## src/rtl/sum_accumulator.sv

```systemverilog
// sum_accumulator
//   Accumulates a frame of up to BEATS unsigned operands (each with its own
//   carry-in) into one WIDTH-bit sum. The block has a valid/ready input for
//   operand beats. The result is held on a valid/ready output port until the
//   consumer accepts it. out_cout is sticky: it is set if any beat of the
//   frame carried out of bit WIDTH-1.
//
//   Optional feature macro: SATURATE_EN
//     defined   : the first carry-out of a frame forces the accumulator to
//                 all-ones, and it stays there for the rest of the frame.
//     undefined : the sum wraps modulo 2^WIDTH.
//
//   Ports
//     clk, rst_n            clock, async active-low reset
//     in_valid/in_ready     operand beat handshake
//     in_data, in_cin       operand and its carry-in
//     in_last               early end of frame
//     out_valid/out_ready   result handshake
//     out_sum, out_cout     accumulated sum, sticky carry-out
//     out_count             beats accumulated in the frame
module sum_accumulator #(
  parameter  int WIDTH = 32,
  parameter  int BEATS = 4,
  localparam int CNT_W = $clog2(BEATS + 1)
) (
  input  logic             clk,
  input  logic             rst_n,
  input  logic             in_valid,
  output logic             in_ready,
  input  logic [WIDTH-1:0] in_data,
  input  logic             in_cin,
  input  logic             in_last,
  output logic             out_valid,
  input  logic             out_ready,
  output logic [WIDTH-1:0] out_sum,
  output logic             out_cout,
  output logic [CNT_W-1:0] out_count
);

  localparam logic [1:0] S_IDLE  = 2'd0;
  localparam logic [1:0] S_ACCUM = 2'd1;
  localparam logic [1:0] S_DONE  = 2'd2;

  logic [1:0]       state_q, state_d;
  logic [WIDTH-1:0] acc_q, acc_d;
  logic             cout_q, cout_d;
  logic [CNT_W-1:0] cnt_q, cnt_d;

  logic             accept;
  logic             first;
  logic [WIDTH-1:0] base;
  logic             cout_base;
  logic [WIDTH:0]   sum_w;
  logic             cout_new;
  logic [CNT_W-1:0] cnt_nxt;
  logic             frame_end;

  assign in_ready  = (state_q == S_IDLE) || (state_q == S_ACCUM);
  assign out_valid = (state_q == S_DONE);
  assign out_sum   = acc_q;
  assign out_cout  = cout_q;
  assign out_count = cnt_q;

  assign accept = in_valid && in_ready;

  // The first beat of a frame starts from zero. This way the result of the
  // previous frame stays visible on the outputs until the next beat lands.
  assign first     = (state_q == S_IDLE);
  assign base      = first ? '0 : acc_q;
  assign cout_base = first ? 1'b0 : cout_q;

  assign sum_w     = {1'b0, base} + {1'b0, in_data} + {{WIDTH{1'b0}}, in_cin};
  assign cout_new  = cout_base | sum_w[WIDTH];
  assign cnt_nxt   = first ? CNT_W'(1) : cnt_q + CNT_W'(1);
  // Reaching BEATS ends the frame whether or not in_last is set.
  // With BEATS==1 the first beat always ends the frame.
  assign frame_end = in_last || (cnt_nxt == CNT_W'(BEATS));

  always_comb begin
    state_d = state_q;
    acc_d   = acc_q;
    cout_d  = cout_q;
    cnt_d   = cnt_q;
    case (state_q)
      S_IDLE, S_ACCUM: begin
        if (accept) begin
`ifdef SATURATE_EN
          // Once a carry has been seen, keep the accumulator pinned at
          // all-ones, even if later beats do not overflow again.
          acc_d = cout_new ? '1 : sum_w[WIDTH-1:0];
`else
          acc_d = sum_w[WIDTH-1:0];
`endif
          cout_d  = cout_new;
          cnt_d   = cnt_nxt;
          state_d = frame_end ? S_DONE : S_ACCUM;
        end
      end
      S_DONE: begin
        if (out_ready) state_d = S_IDLE;
      end
      default: state_d = S_IDLE;
    endcase
  end

  always_ff @(posedge clk or negedge rst_n) begin
    if (!rst_n) begin
      state_q <= S_IDLE;
      acc_q   <= '0;
      cout_q  <= 1'b0;
      cnt_q   <= '0;
    end else begin
      state_q <= state_d;
      acc_q   <= acc_d;
      cout_q  <= cout_d;
      cnt_q   <= cnt_d;
    end
  end

endmodule

```

## config.mk

```make
export PLATFORM = sky130hd
export DESIGN_NAME = sum_accumulator
export DESIGN_NICKNAME = d
export VERILOG_FILES = /design/src/rtl/sum_accumulator.sv
export SDC_FILE = /design/constraint.sdc
export NUM_CORES = 1
export LEC_CHECK = 0
export ABC_AREA = 1
export CORE_MARGIN = 2
export CORE_UTILIZATION = 58
export CTS_CLUSTER_DIAMETER = 80
export DETAILED_ROUTE_END_ITERATION = 8
export PLACE_DENSITY_LB_ADDON = 0.1
export SYNTH_ARGS = -nofsm -noshare
export SYNTH_HDL_FRONTEND = slang
export SYNTH_SLANG_ARGS = --single-unit
```

## constraint.sdc

```tcl
create_clock -name clk -period 3.7 [get_ports clk]
set_clock_uncertainty 0.1 [all_clocks]
set_input_delay 0.555 -clock clk [delete_from_list [all_inputs] [get_ports clk]]
set_output_delay 0.555 -clock clk [all_outputs]
set_load 0.01 [all_outputs]
```

==> results of run 1 <==
==> cells in the final DEF (no fill, tap or decap), drive strengths merged, types with 6 or more instances in the layout <==
cell type	n
nand2	274
inv	159
nor2	78
clkdlybuf4s50	74
nand3	48
dfrtp	38
ha	32
o21ai	25
a21oi	22
xnor2	12
nor3	6
==> kinds of logic after synthesis <==
| group | synth area share (%) |
|---|---|
| compound gates | 7.266 |
| buf+inv | 15.47 |
| simple gates | 41.00 |
| flops | 22.91 |
| xor+xnor | 2.743 |
| fa+ha+maj | 10.61 |
==> routing by layer <==
layer	vias to the layer above	wire length, um	part of all wire [%]	track usage [%]
met4	0	115	0.97	6.474
met2	169	5602	47	55.02
met1	1995	5390	45	43.34
met3	13	784	6.6	4.757
li1	2321	-	-	-
met5	-	0	0	0
==> worst max-delay path, stage by stage, from the launching register on <==
cell and delay [ps]:
sky130_fd_sc_hd__dfrtp_1 420, sky130_fd_sc_hd__nor2_2 70, sky130_fd_sc_hd__buf_4 200, sky130_fd_sc_hd__inv_1 180
sky130_fd_sc_hd__nand2_1 90, sky130_fd_sc_hd__fa_1 420, sky130_fd_sc_hd__fa_1 380, sky130_fd_sc_hd__inv_1 130
sky130_fd_sc_hd__nand3_1 80, sky130_fd_sc_hd__nand3_1 130, sky130_fd_sc_hd__nand2_1 80, sky130_fd_sc_hd__nand2_2 90
sky130_fd_sc_hd__nand3_1 90, sky130_fd_sc_hd__nand2_1 90, sky130_fd_sc_hd__nand2_1 50, sky130_fd_sc_hd__nand3_1 60
sky130_fd_sc_hd__o21ai_0 90
==> through the flow <==
stage | power [uW] | area (um^2) | cells | worst slack (ps) | hold slack (ps)
2_1_floorplan | 2434 | 4150 | 723 | 1330 | 159.4
3_3_place_gp | 3285 | 5007 | 888 | 742.4 | 387.4
3_5_place_dp | 3357 | 5007 | 888 | 634.5 | 392.2
4_1_cts | 3667 | 5086 | 895 | 819.8 | 311.7
5_1_grt | 4051 | 5086 | 895 | 619.4 | 358.0
6_report | 3689 | 5086 | 895 | 814.2 | 281.2
==> worst min path at each step <==
stage | end | start | cells after the start
floorplan | out_count[0] | rst_n | 0
global placement | out_sum[23] | out_sum[23] | 2
detailed placement | out_sum[27] | out_sum[27] | 2
CTS | out_sum[3] | rst_n | 1
global route | out_sum[5] | rst_n | 1
finish | out_sum[3] | rst_n | 1
==> where the power goes <==
group / switching [uW] / internal (uW)
Clock: 169 / 127
Combinational: 1530 / 1080
Sequential: 172 / 614
==> layout make-up <==
class / instances / area share [%]
clock buffer: 5 / 1.353
tap: 96 / 2.362
inverter: 160 / 11.81
timing repair buffer: 79 / 15.25
sequential: 38 / 18.70
multi-input combinational: 515 / 50.33
clock inverter: 2 / 0.1968
==> sequential cells by signal, summed over array words and instances (netlist names) <==
signal     cells
out_cout       1
state_q        2
out_count      3
out_sum       32
==> impl.org, run 1 <==
** Logic synthesis
- Synthesis inferred 38 register bits.
- After synthesis, the netlist uses 31 different library cells.
- Among all flip-flop cells after synthesis, the most frequent one is sky130_fd_sc_hd__dfrtp_1.
- Synthesized area :: 0.004150 mm^2
- After synthesis, the mean cell area works out to 5.740 um^2.
- The Yosys step of the flow raised 0 warnings.
- In the post-synthesis netlist, the cell with the most instances is sky130_fd_sc_hd__nand2_1.
- Sorting the synthesized cells by how often they occur yields sky130_fd_sc_hd__nand2_1 (265), sky130_fd_sc_hd__inv_1 (156), sky130_fd_sc_hd__nor2_1 (76).
- Portion of the post-synthesis area used by sequential elements :: 22.91%
- Yosys attributes the largest share of cell area to sky130_fd_sc_hd__nand2_1 (24%), sky130_fd_sc_hd__dfrtp_1 (23%), sky130_fd_sc_hd__inv_1 (14%), sky130_fd_sc_hd__ha_1 (9.6%), sky130_fd_sc_hd__nor2_1 (6.9%).
- Gate Count Post-Synth :: 723
- The share of synthesized area in the top cell type comes to 23.97%.
- The largest total area in the synthesized netlist belongs to sky130_fd_sc_hd__nand2_1.
- Net count after synthesis :: 795
- Asr flop ratio synth :: 100.0%
- Counting flops with a built-in enable in the synthesized netlist gives 0.

** Timing
- Maximum achievable frequency :: 346.5 MHz
- Setup violations remaining at the end of the flow were counted as 0.
- Setup repair after global routing missed its margin :: no
- Adding up every negative setup slack in the final design gives 0 ps.
- Number of hold violations in the final report :: 0
- At the pin with the least slew margin, the transition time is 922.6 ps.
- Subtracting the final worst setup slack from the clock period gives 2886 ps.
- Final Slew Violations :: 0
- Final worst path period share :: 77.99%
- Headroom to the max-slew limit came out at 38.49%.

** Worst setup path
- Worst R2R End :: out_sum[16]
- Data on the critical path is required at its endpoint by 3770 ps.
- The critical path starts at state_q[0].
- Counting cells, the worst reg-to-reg path comes to 16.
- Worst setup path category :: register to register
- End point of the critical path :: out_sum[16]
- At the worst endpoint, the arrival time is 2950 ps.
- Kind of capture point of the worst setup path :: register
- The worst register-to-register path begins at state_q[0].
- Of all nets on the critical path, the largest fanout is 18.
- Critical path startpoint category :: register
- Register-to-register path setup slack :: 810 ps

** Cells and area
- Final-layout fill cell count :: 615
- Area growth from synthesis to final layout :: 22.55%
- # nets final :: 871
- The multi-input combinational cells in the finished layout cover a total of 0.002560 mm^2.
- Antenna diode instance count :: 0
- End-of-flow core utilization :: 74.04%
- Fraction of final layout cells sized beyond drive strength 1 :: 4.380%
- Registers take 950.9 um^2.

** Placement
- Input/output buffers :: 75
- The wire-length estimate of the detail-placed layout is 9585 um.
- Routability-driven placement finished with a final weighted congestion of 0.9580.

** Floorplanning
- The floorplan step set the die width to 88.59 um.
- The region available for standard cell placement spans 0.006869 mm^2.
- Top-level I/O count :: 76
- Area enclosed by the die boundary :: 0.007848 mm^2
- The floorplan step set the die height to 88.59 um.
- In this run the core area contains 30 standard-cell rows.
- For this configuration, the core starts out at a cell density of 60.42%.

** Clock tree
- The H-tree was split into 2 levels.
- CTS saw 38 sinks.
- Post-CTS setup buffer count :: 0
- The later pin in the worst-skew pair is clocked with a latency of 300 ps.
- Clock tree root driver cell :: sky130_fd_sc_hd__clkbuf_8
- Counting along the longest clock path gives a buffer depth of 2.
- TritonCTS created 5 clock buffers.
- Clock-pin slew on the worst setup and hold paths :: 90 ps
- The number of hold buffers added after CTS was 0.
- Post_cts resized :: 0
- Clock tree from TritonCTS :: yes

** Pwr
- Pwr dens :: 725.3 mW/mm^2
- Max VDD drop :: 0.4658 mV
- Leak Pwr :: 0.002985 uW

** Routing
- 1st-iter DRT viols :: 234
- Dividing the detail-routed via count by the number of cells gives 5.026.
- After detailed routing, the number of remaining DRC violations is 0.
- Routed Antenna Nets :: 0
- The first detailed-routing pass took 5 iterations.
- After detailed routing, the average wire length per cell comes to 13.29 um.
- Via count :: 4,498
- The routed design has 11,890 um of wire.

** Global route
- Remaining global-route overflow :: 0
- For this run, the total global-route usage over all layers was measured as 32.14%.
- Entering global routing, the biggest net connects 39 pins.
- Wire length of the first global-routing pass :: 19,700 um
- The number of antenna violations at the first check in global routing came to 0.
- The number of global-route vias before repair was 4,287.

** Job
- Across the run, the number of max-cap violations was 0.

** Hold path
- In this run the worst hold path is classified as input port to async pin.

** Outcome
- Run status :: completed
No activity file was read; power rests on OpenSTA's default activity.
==> inputs of run 2 (changes only) <==
- CORE_UTILIZATION: 58 -> 54
- clock period: 3.7 -> 2.79 ns (I/O delays scaled with it)
==> run 2 against run 1 <==
Cell count rose by 0.56%. Clock power rose by 71%. Register-to-register slack got worse by 590 ps. Setup slack got worse by 600 ps. Via count up 0.87%. Routed wire length grew 1.2%. Combinational power grew 33%.
==> impl.org, run 2 (same netlist as run 1, synthesis figures left out) <==
** Outcome
- Run status :: completed (unchanged)

** Timing
- The transition time at the pin with the least slew margin came to 932.5 ps (was 922.6 ps).
- Final worst path period share :: 92.49%
- The number of setup violations in the final report came to 0 (unchanged).
- Maximum achievable frequency :: 387.5 MHz
- Number of hold violations in the final report :: 0 (unchanged)
- Setup repair after global routing missed its margin :: no (unchanged)
- Setup tns final :: 0 ps (unchanged)
- Min Hold Slack :: 144.1 ps (was 281.2 ps)
- The worst path needs 2580 ps of the cycle, external delays included.
- The number of max-slew violations in the final report came to 0 (unchanged).
- Worst relative slew slack :: 37.83% (was 38.49%)

** Global route
- Largest net degree at the start of global routing :: 41 (was 39)
- The global router's overall resource usage is 29.21% (was 32.14%).
- Remaining global-route overflow :: 0 (unchanged)
- Wire length of the first global-routing pass :: 19,780 um (was 19,700 um)
- Via count of the first global-routing pass :: 4,257 (was 4,287)
- Initial antenna violation count :: 0 (unchanged)

** Clock tree
- Number of H-tree levels :: 2 (unchanged)
- The latest clock arrival within the worst-skew pair came to 310 ps (was 300 ps).
- The number of CTS-inserted buffers was 5 (unchanged).
- Clock tree from TritonCTS :: yes (unchanged)
- Clock Path Buffers :: 2 (unchanged)
- The setup fix buffers added after clock tree synthesis was 0 (unchanged).
- Clock-pin slew on the worst setup and hold paths :: 90 ps (about the same)
- Count of hold-fix buffers inserted at cts :: 0 (unchanged)
- Clock tree root driver cell :: sky130_fd_sc_hd__clkbuf_8 (unchanged)
- Sink Count :: 38 (unchanged)

** Routing
- Total length of routed wires :: 12,030 um (was 11,890 um)
- Routed Antenna Nets :: 0 (unchanged)
- Count of unresolved DRC violations after routing :: 0 (unchanged)
- Per-cell via count in the routed design :: 5.041 (was 5.026)
- The detailed-routing iteration count for the pre-antenna-repair pass was 5 (unchanged).
- The violation count after the first detailed-route iteration came to 275 (was 234).
- The routed wire length per instance came to 13.37 um (was 13.29 um).
- Via count :: 4,537 (was 4,498)

** Cells and area
- Area used by sequential logic in the layout :: 950.9 um^2 (unchanged)
- Final-layout fill cell count :: 684 (was 615)
- The number of non-filler instances in the completed layout is 900 (was 895).
- Max FFs per register :: 32 (unchanged)
- Top library cells by usage in the layout, fill and taps aside: sky130_fd_sc_hd__nand2_1 (265), sky130_fd_sc_hd__inv_1 (154), sky130_fd_sc_hd__nor2_1 (75) (was sky130_fd_sc_hd__nand2_1 (265), sky130_fd_sc_hd__inv_1 (156), sky130_fd_sc_hd__nor2_1 (75)).
- The count of nets after finishing came to 872 (was 871).
- Most common cell after layout, fill and taps aside :: sky130_fd_sc_hd__nand2_1 (unchanged)
- The area occupied by multi-input gates is 0.002560 mm^2 (unchanged).
- The layout overhead on the synthesized area was 23.76% (was 22.55%).
- The layout cell share with drive strength beyond 1 was 4.869% (was 4.380%).
- The number of diodes added for antenna fixing came to 0 (unchanged).

** Pwr
- The power density over cell area came to 976.4 mW/mm^2 (was 725.3 mW/mm^2).
- Leak Pwr :: 0.002996 uW (was 0.002985 uW)
- The total power after layout came to 5015 uW (was 3689 uW).
- The switching power share of the total was 49.71% (was 50.73%).
- Clock Power Share :: 10.1% (was 8.0%)
- Internal power consumption :: 2522 uW (was 1817 uW)
- The net switching power came to 2493 uW (was 1871 uW).
- The worst voltage drop across the vdd grid was 0.5074 mV (was 0.4658 mV).
- The power share of the sequential group came to 20.6% (was 21.3%).
- The share of power burned in combinational logic came to 69.3% (was 70.7%).

** Floorplanning
- The core footprint was 0.007331 mm^2 (was 0.006869 mm^2).
- Effective utilization at floorplan :: 56.61% (was 60.42%)
- Horizontal die dimension :: 91.67 um (was 88.59 um)
- The full die area is 0.008402 mm^2 (was 0.007848 mm^2).
- Overall die height :: 91.67 um (was 88.59 um)
- The top-level I/O count was 76 (unchanged).
- Count of standard-cell rows :: 31 (was 30)

** Job
- Total of max-cap violations :: 0 (unchanged)

** Worst setup path
- Worst path arrival time :: 2660 ps (was 2950 ps)
- The worst endpoint required time was 2870 ps (was 3770 ps).
- Peak fanout along the critical path :: 5 (was 18)
- The startpoint-to-endpoint class of the critical path is input port to register (was register to register).
- The startpoint type of the worst setup path is an input port (was register).
- The kind of end point of the critical path was a register (unchanged).

** Placement
- Input/output buffers :: 75 (unchanged)
- Detailed Place HPWL :: 9522 um (was 9585 um)
- The instance count after placement with tap cells included came to 892 (was 888).
- The final weighted congestion in routability-driven placement came to 0.9500 (was 0.9580).

** Hold path
- Worst hold-check path type :: input port to async pin (unchanged)
==> run 2: timing repair <==
| action | in CTS | in global routing |
|---|---|---|
| endpoints found under the setup margin | 0 | 4 |
| gates resized for setup | 0 | 3 |
| hold endpoints to repair | 0 | 0 |
==> run 2: routing by layer <==
layer	part of all wire, %	global-route usage [%]	wire, um
met1	46	38.56	5504
met2	46	48.41	5490
met3	5.9	4.437	706
met4	2.7	10.73	330
met5	0	0	0
==> run 2: area by class of cell <==
class                   count  area share, %
inverters                 160          11.69
clock inverters             3         0.8770
flip-flops and latches     38          18.51
clock buffers               5          1.340
well taps                  99          2.412
repair buffers             80          15.32
multi-input cells         515          49.84
==> run 2: final timing paths <==
kind	start	endpoint	slack (ps)	cells after the start
max	in_data[0]	out_sum[16]	210	14
max in group asynchronous	rst_n	out_sum[30]	1870	1
min in group clk	out_sum[23]	out_sum[23]	410	2
min reg2reg	out_sum[23]	out_sum[23]	410	2
min	rst_n	out_sum[4]	140	1
max reg2reg	state_q[0]	out_sum[16]	220	15
==> run 2: power by group through the flow <==
stage	clock network (uW)	logic, uW	registers [uW]
global route	532	3890	1070
finish	506	3480	1030
floorplan	0	2110	1120
detailed placement	0	3420	1030
global placement	0	3340	1020
CTS	516	3440	1030
==> run 2: critical path, cell delays in order <==
cell and delay [ps]:
sky130_fd_sc_hd__clkdlybuf4s50_1 450, sky130_fd_sc_hd__inv_1 50, sky130_fd_sc_hd__fa_1 450, sky130_fd_sc_hd__fa_1 390
sky130_fd_sc_hd__inv_2 100, sky130_fd_sc_hd__nand3_1 70, sky130_fd_sc_hd__nand3_1 140, sky130_fd_sc_hd__nand2_1 80
sky130_fd_sc_hd__nand2_2 80, sky130_fd_sc_hd__nand3_1 100, sky130_fd_sc_hd__nand2_1 110, sky130_fd_sc_hd__nand2_1 60
sky130_fd_sc_hd__nand3_1 70, sky130_fd_sc_hd__o21ai_0 90
==> run 2: metrics by stage <==
step	worst slack [ps]	utilization [%]	area, um^2
after global routing	20.37	70.06	5136
after global placement	-11.90	68.46	5019
after CTS	151.3	70.01	5132
after floorplan	433.9	-	4150
after detailed placement	-138.3	68.46	5019
final	209.6	70.06	5136
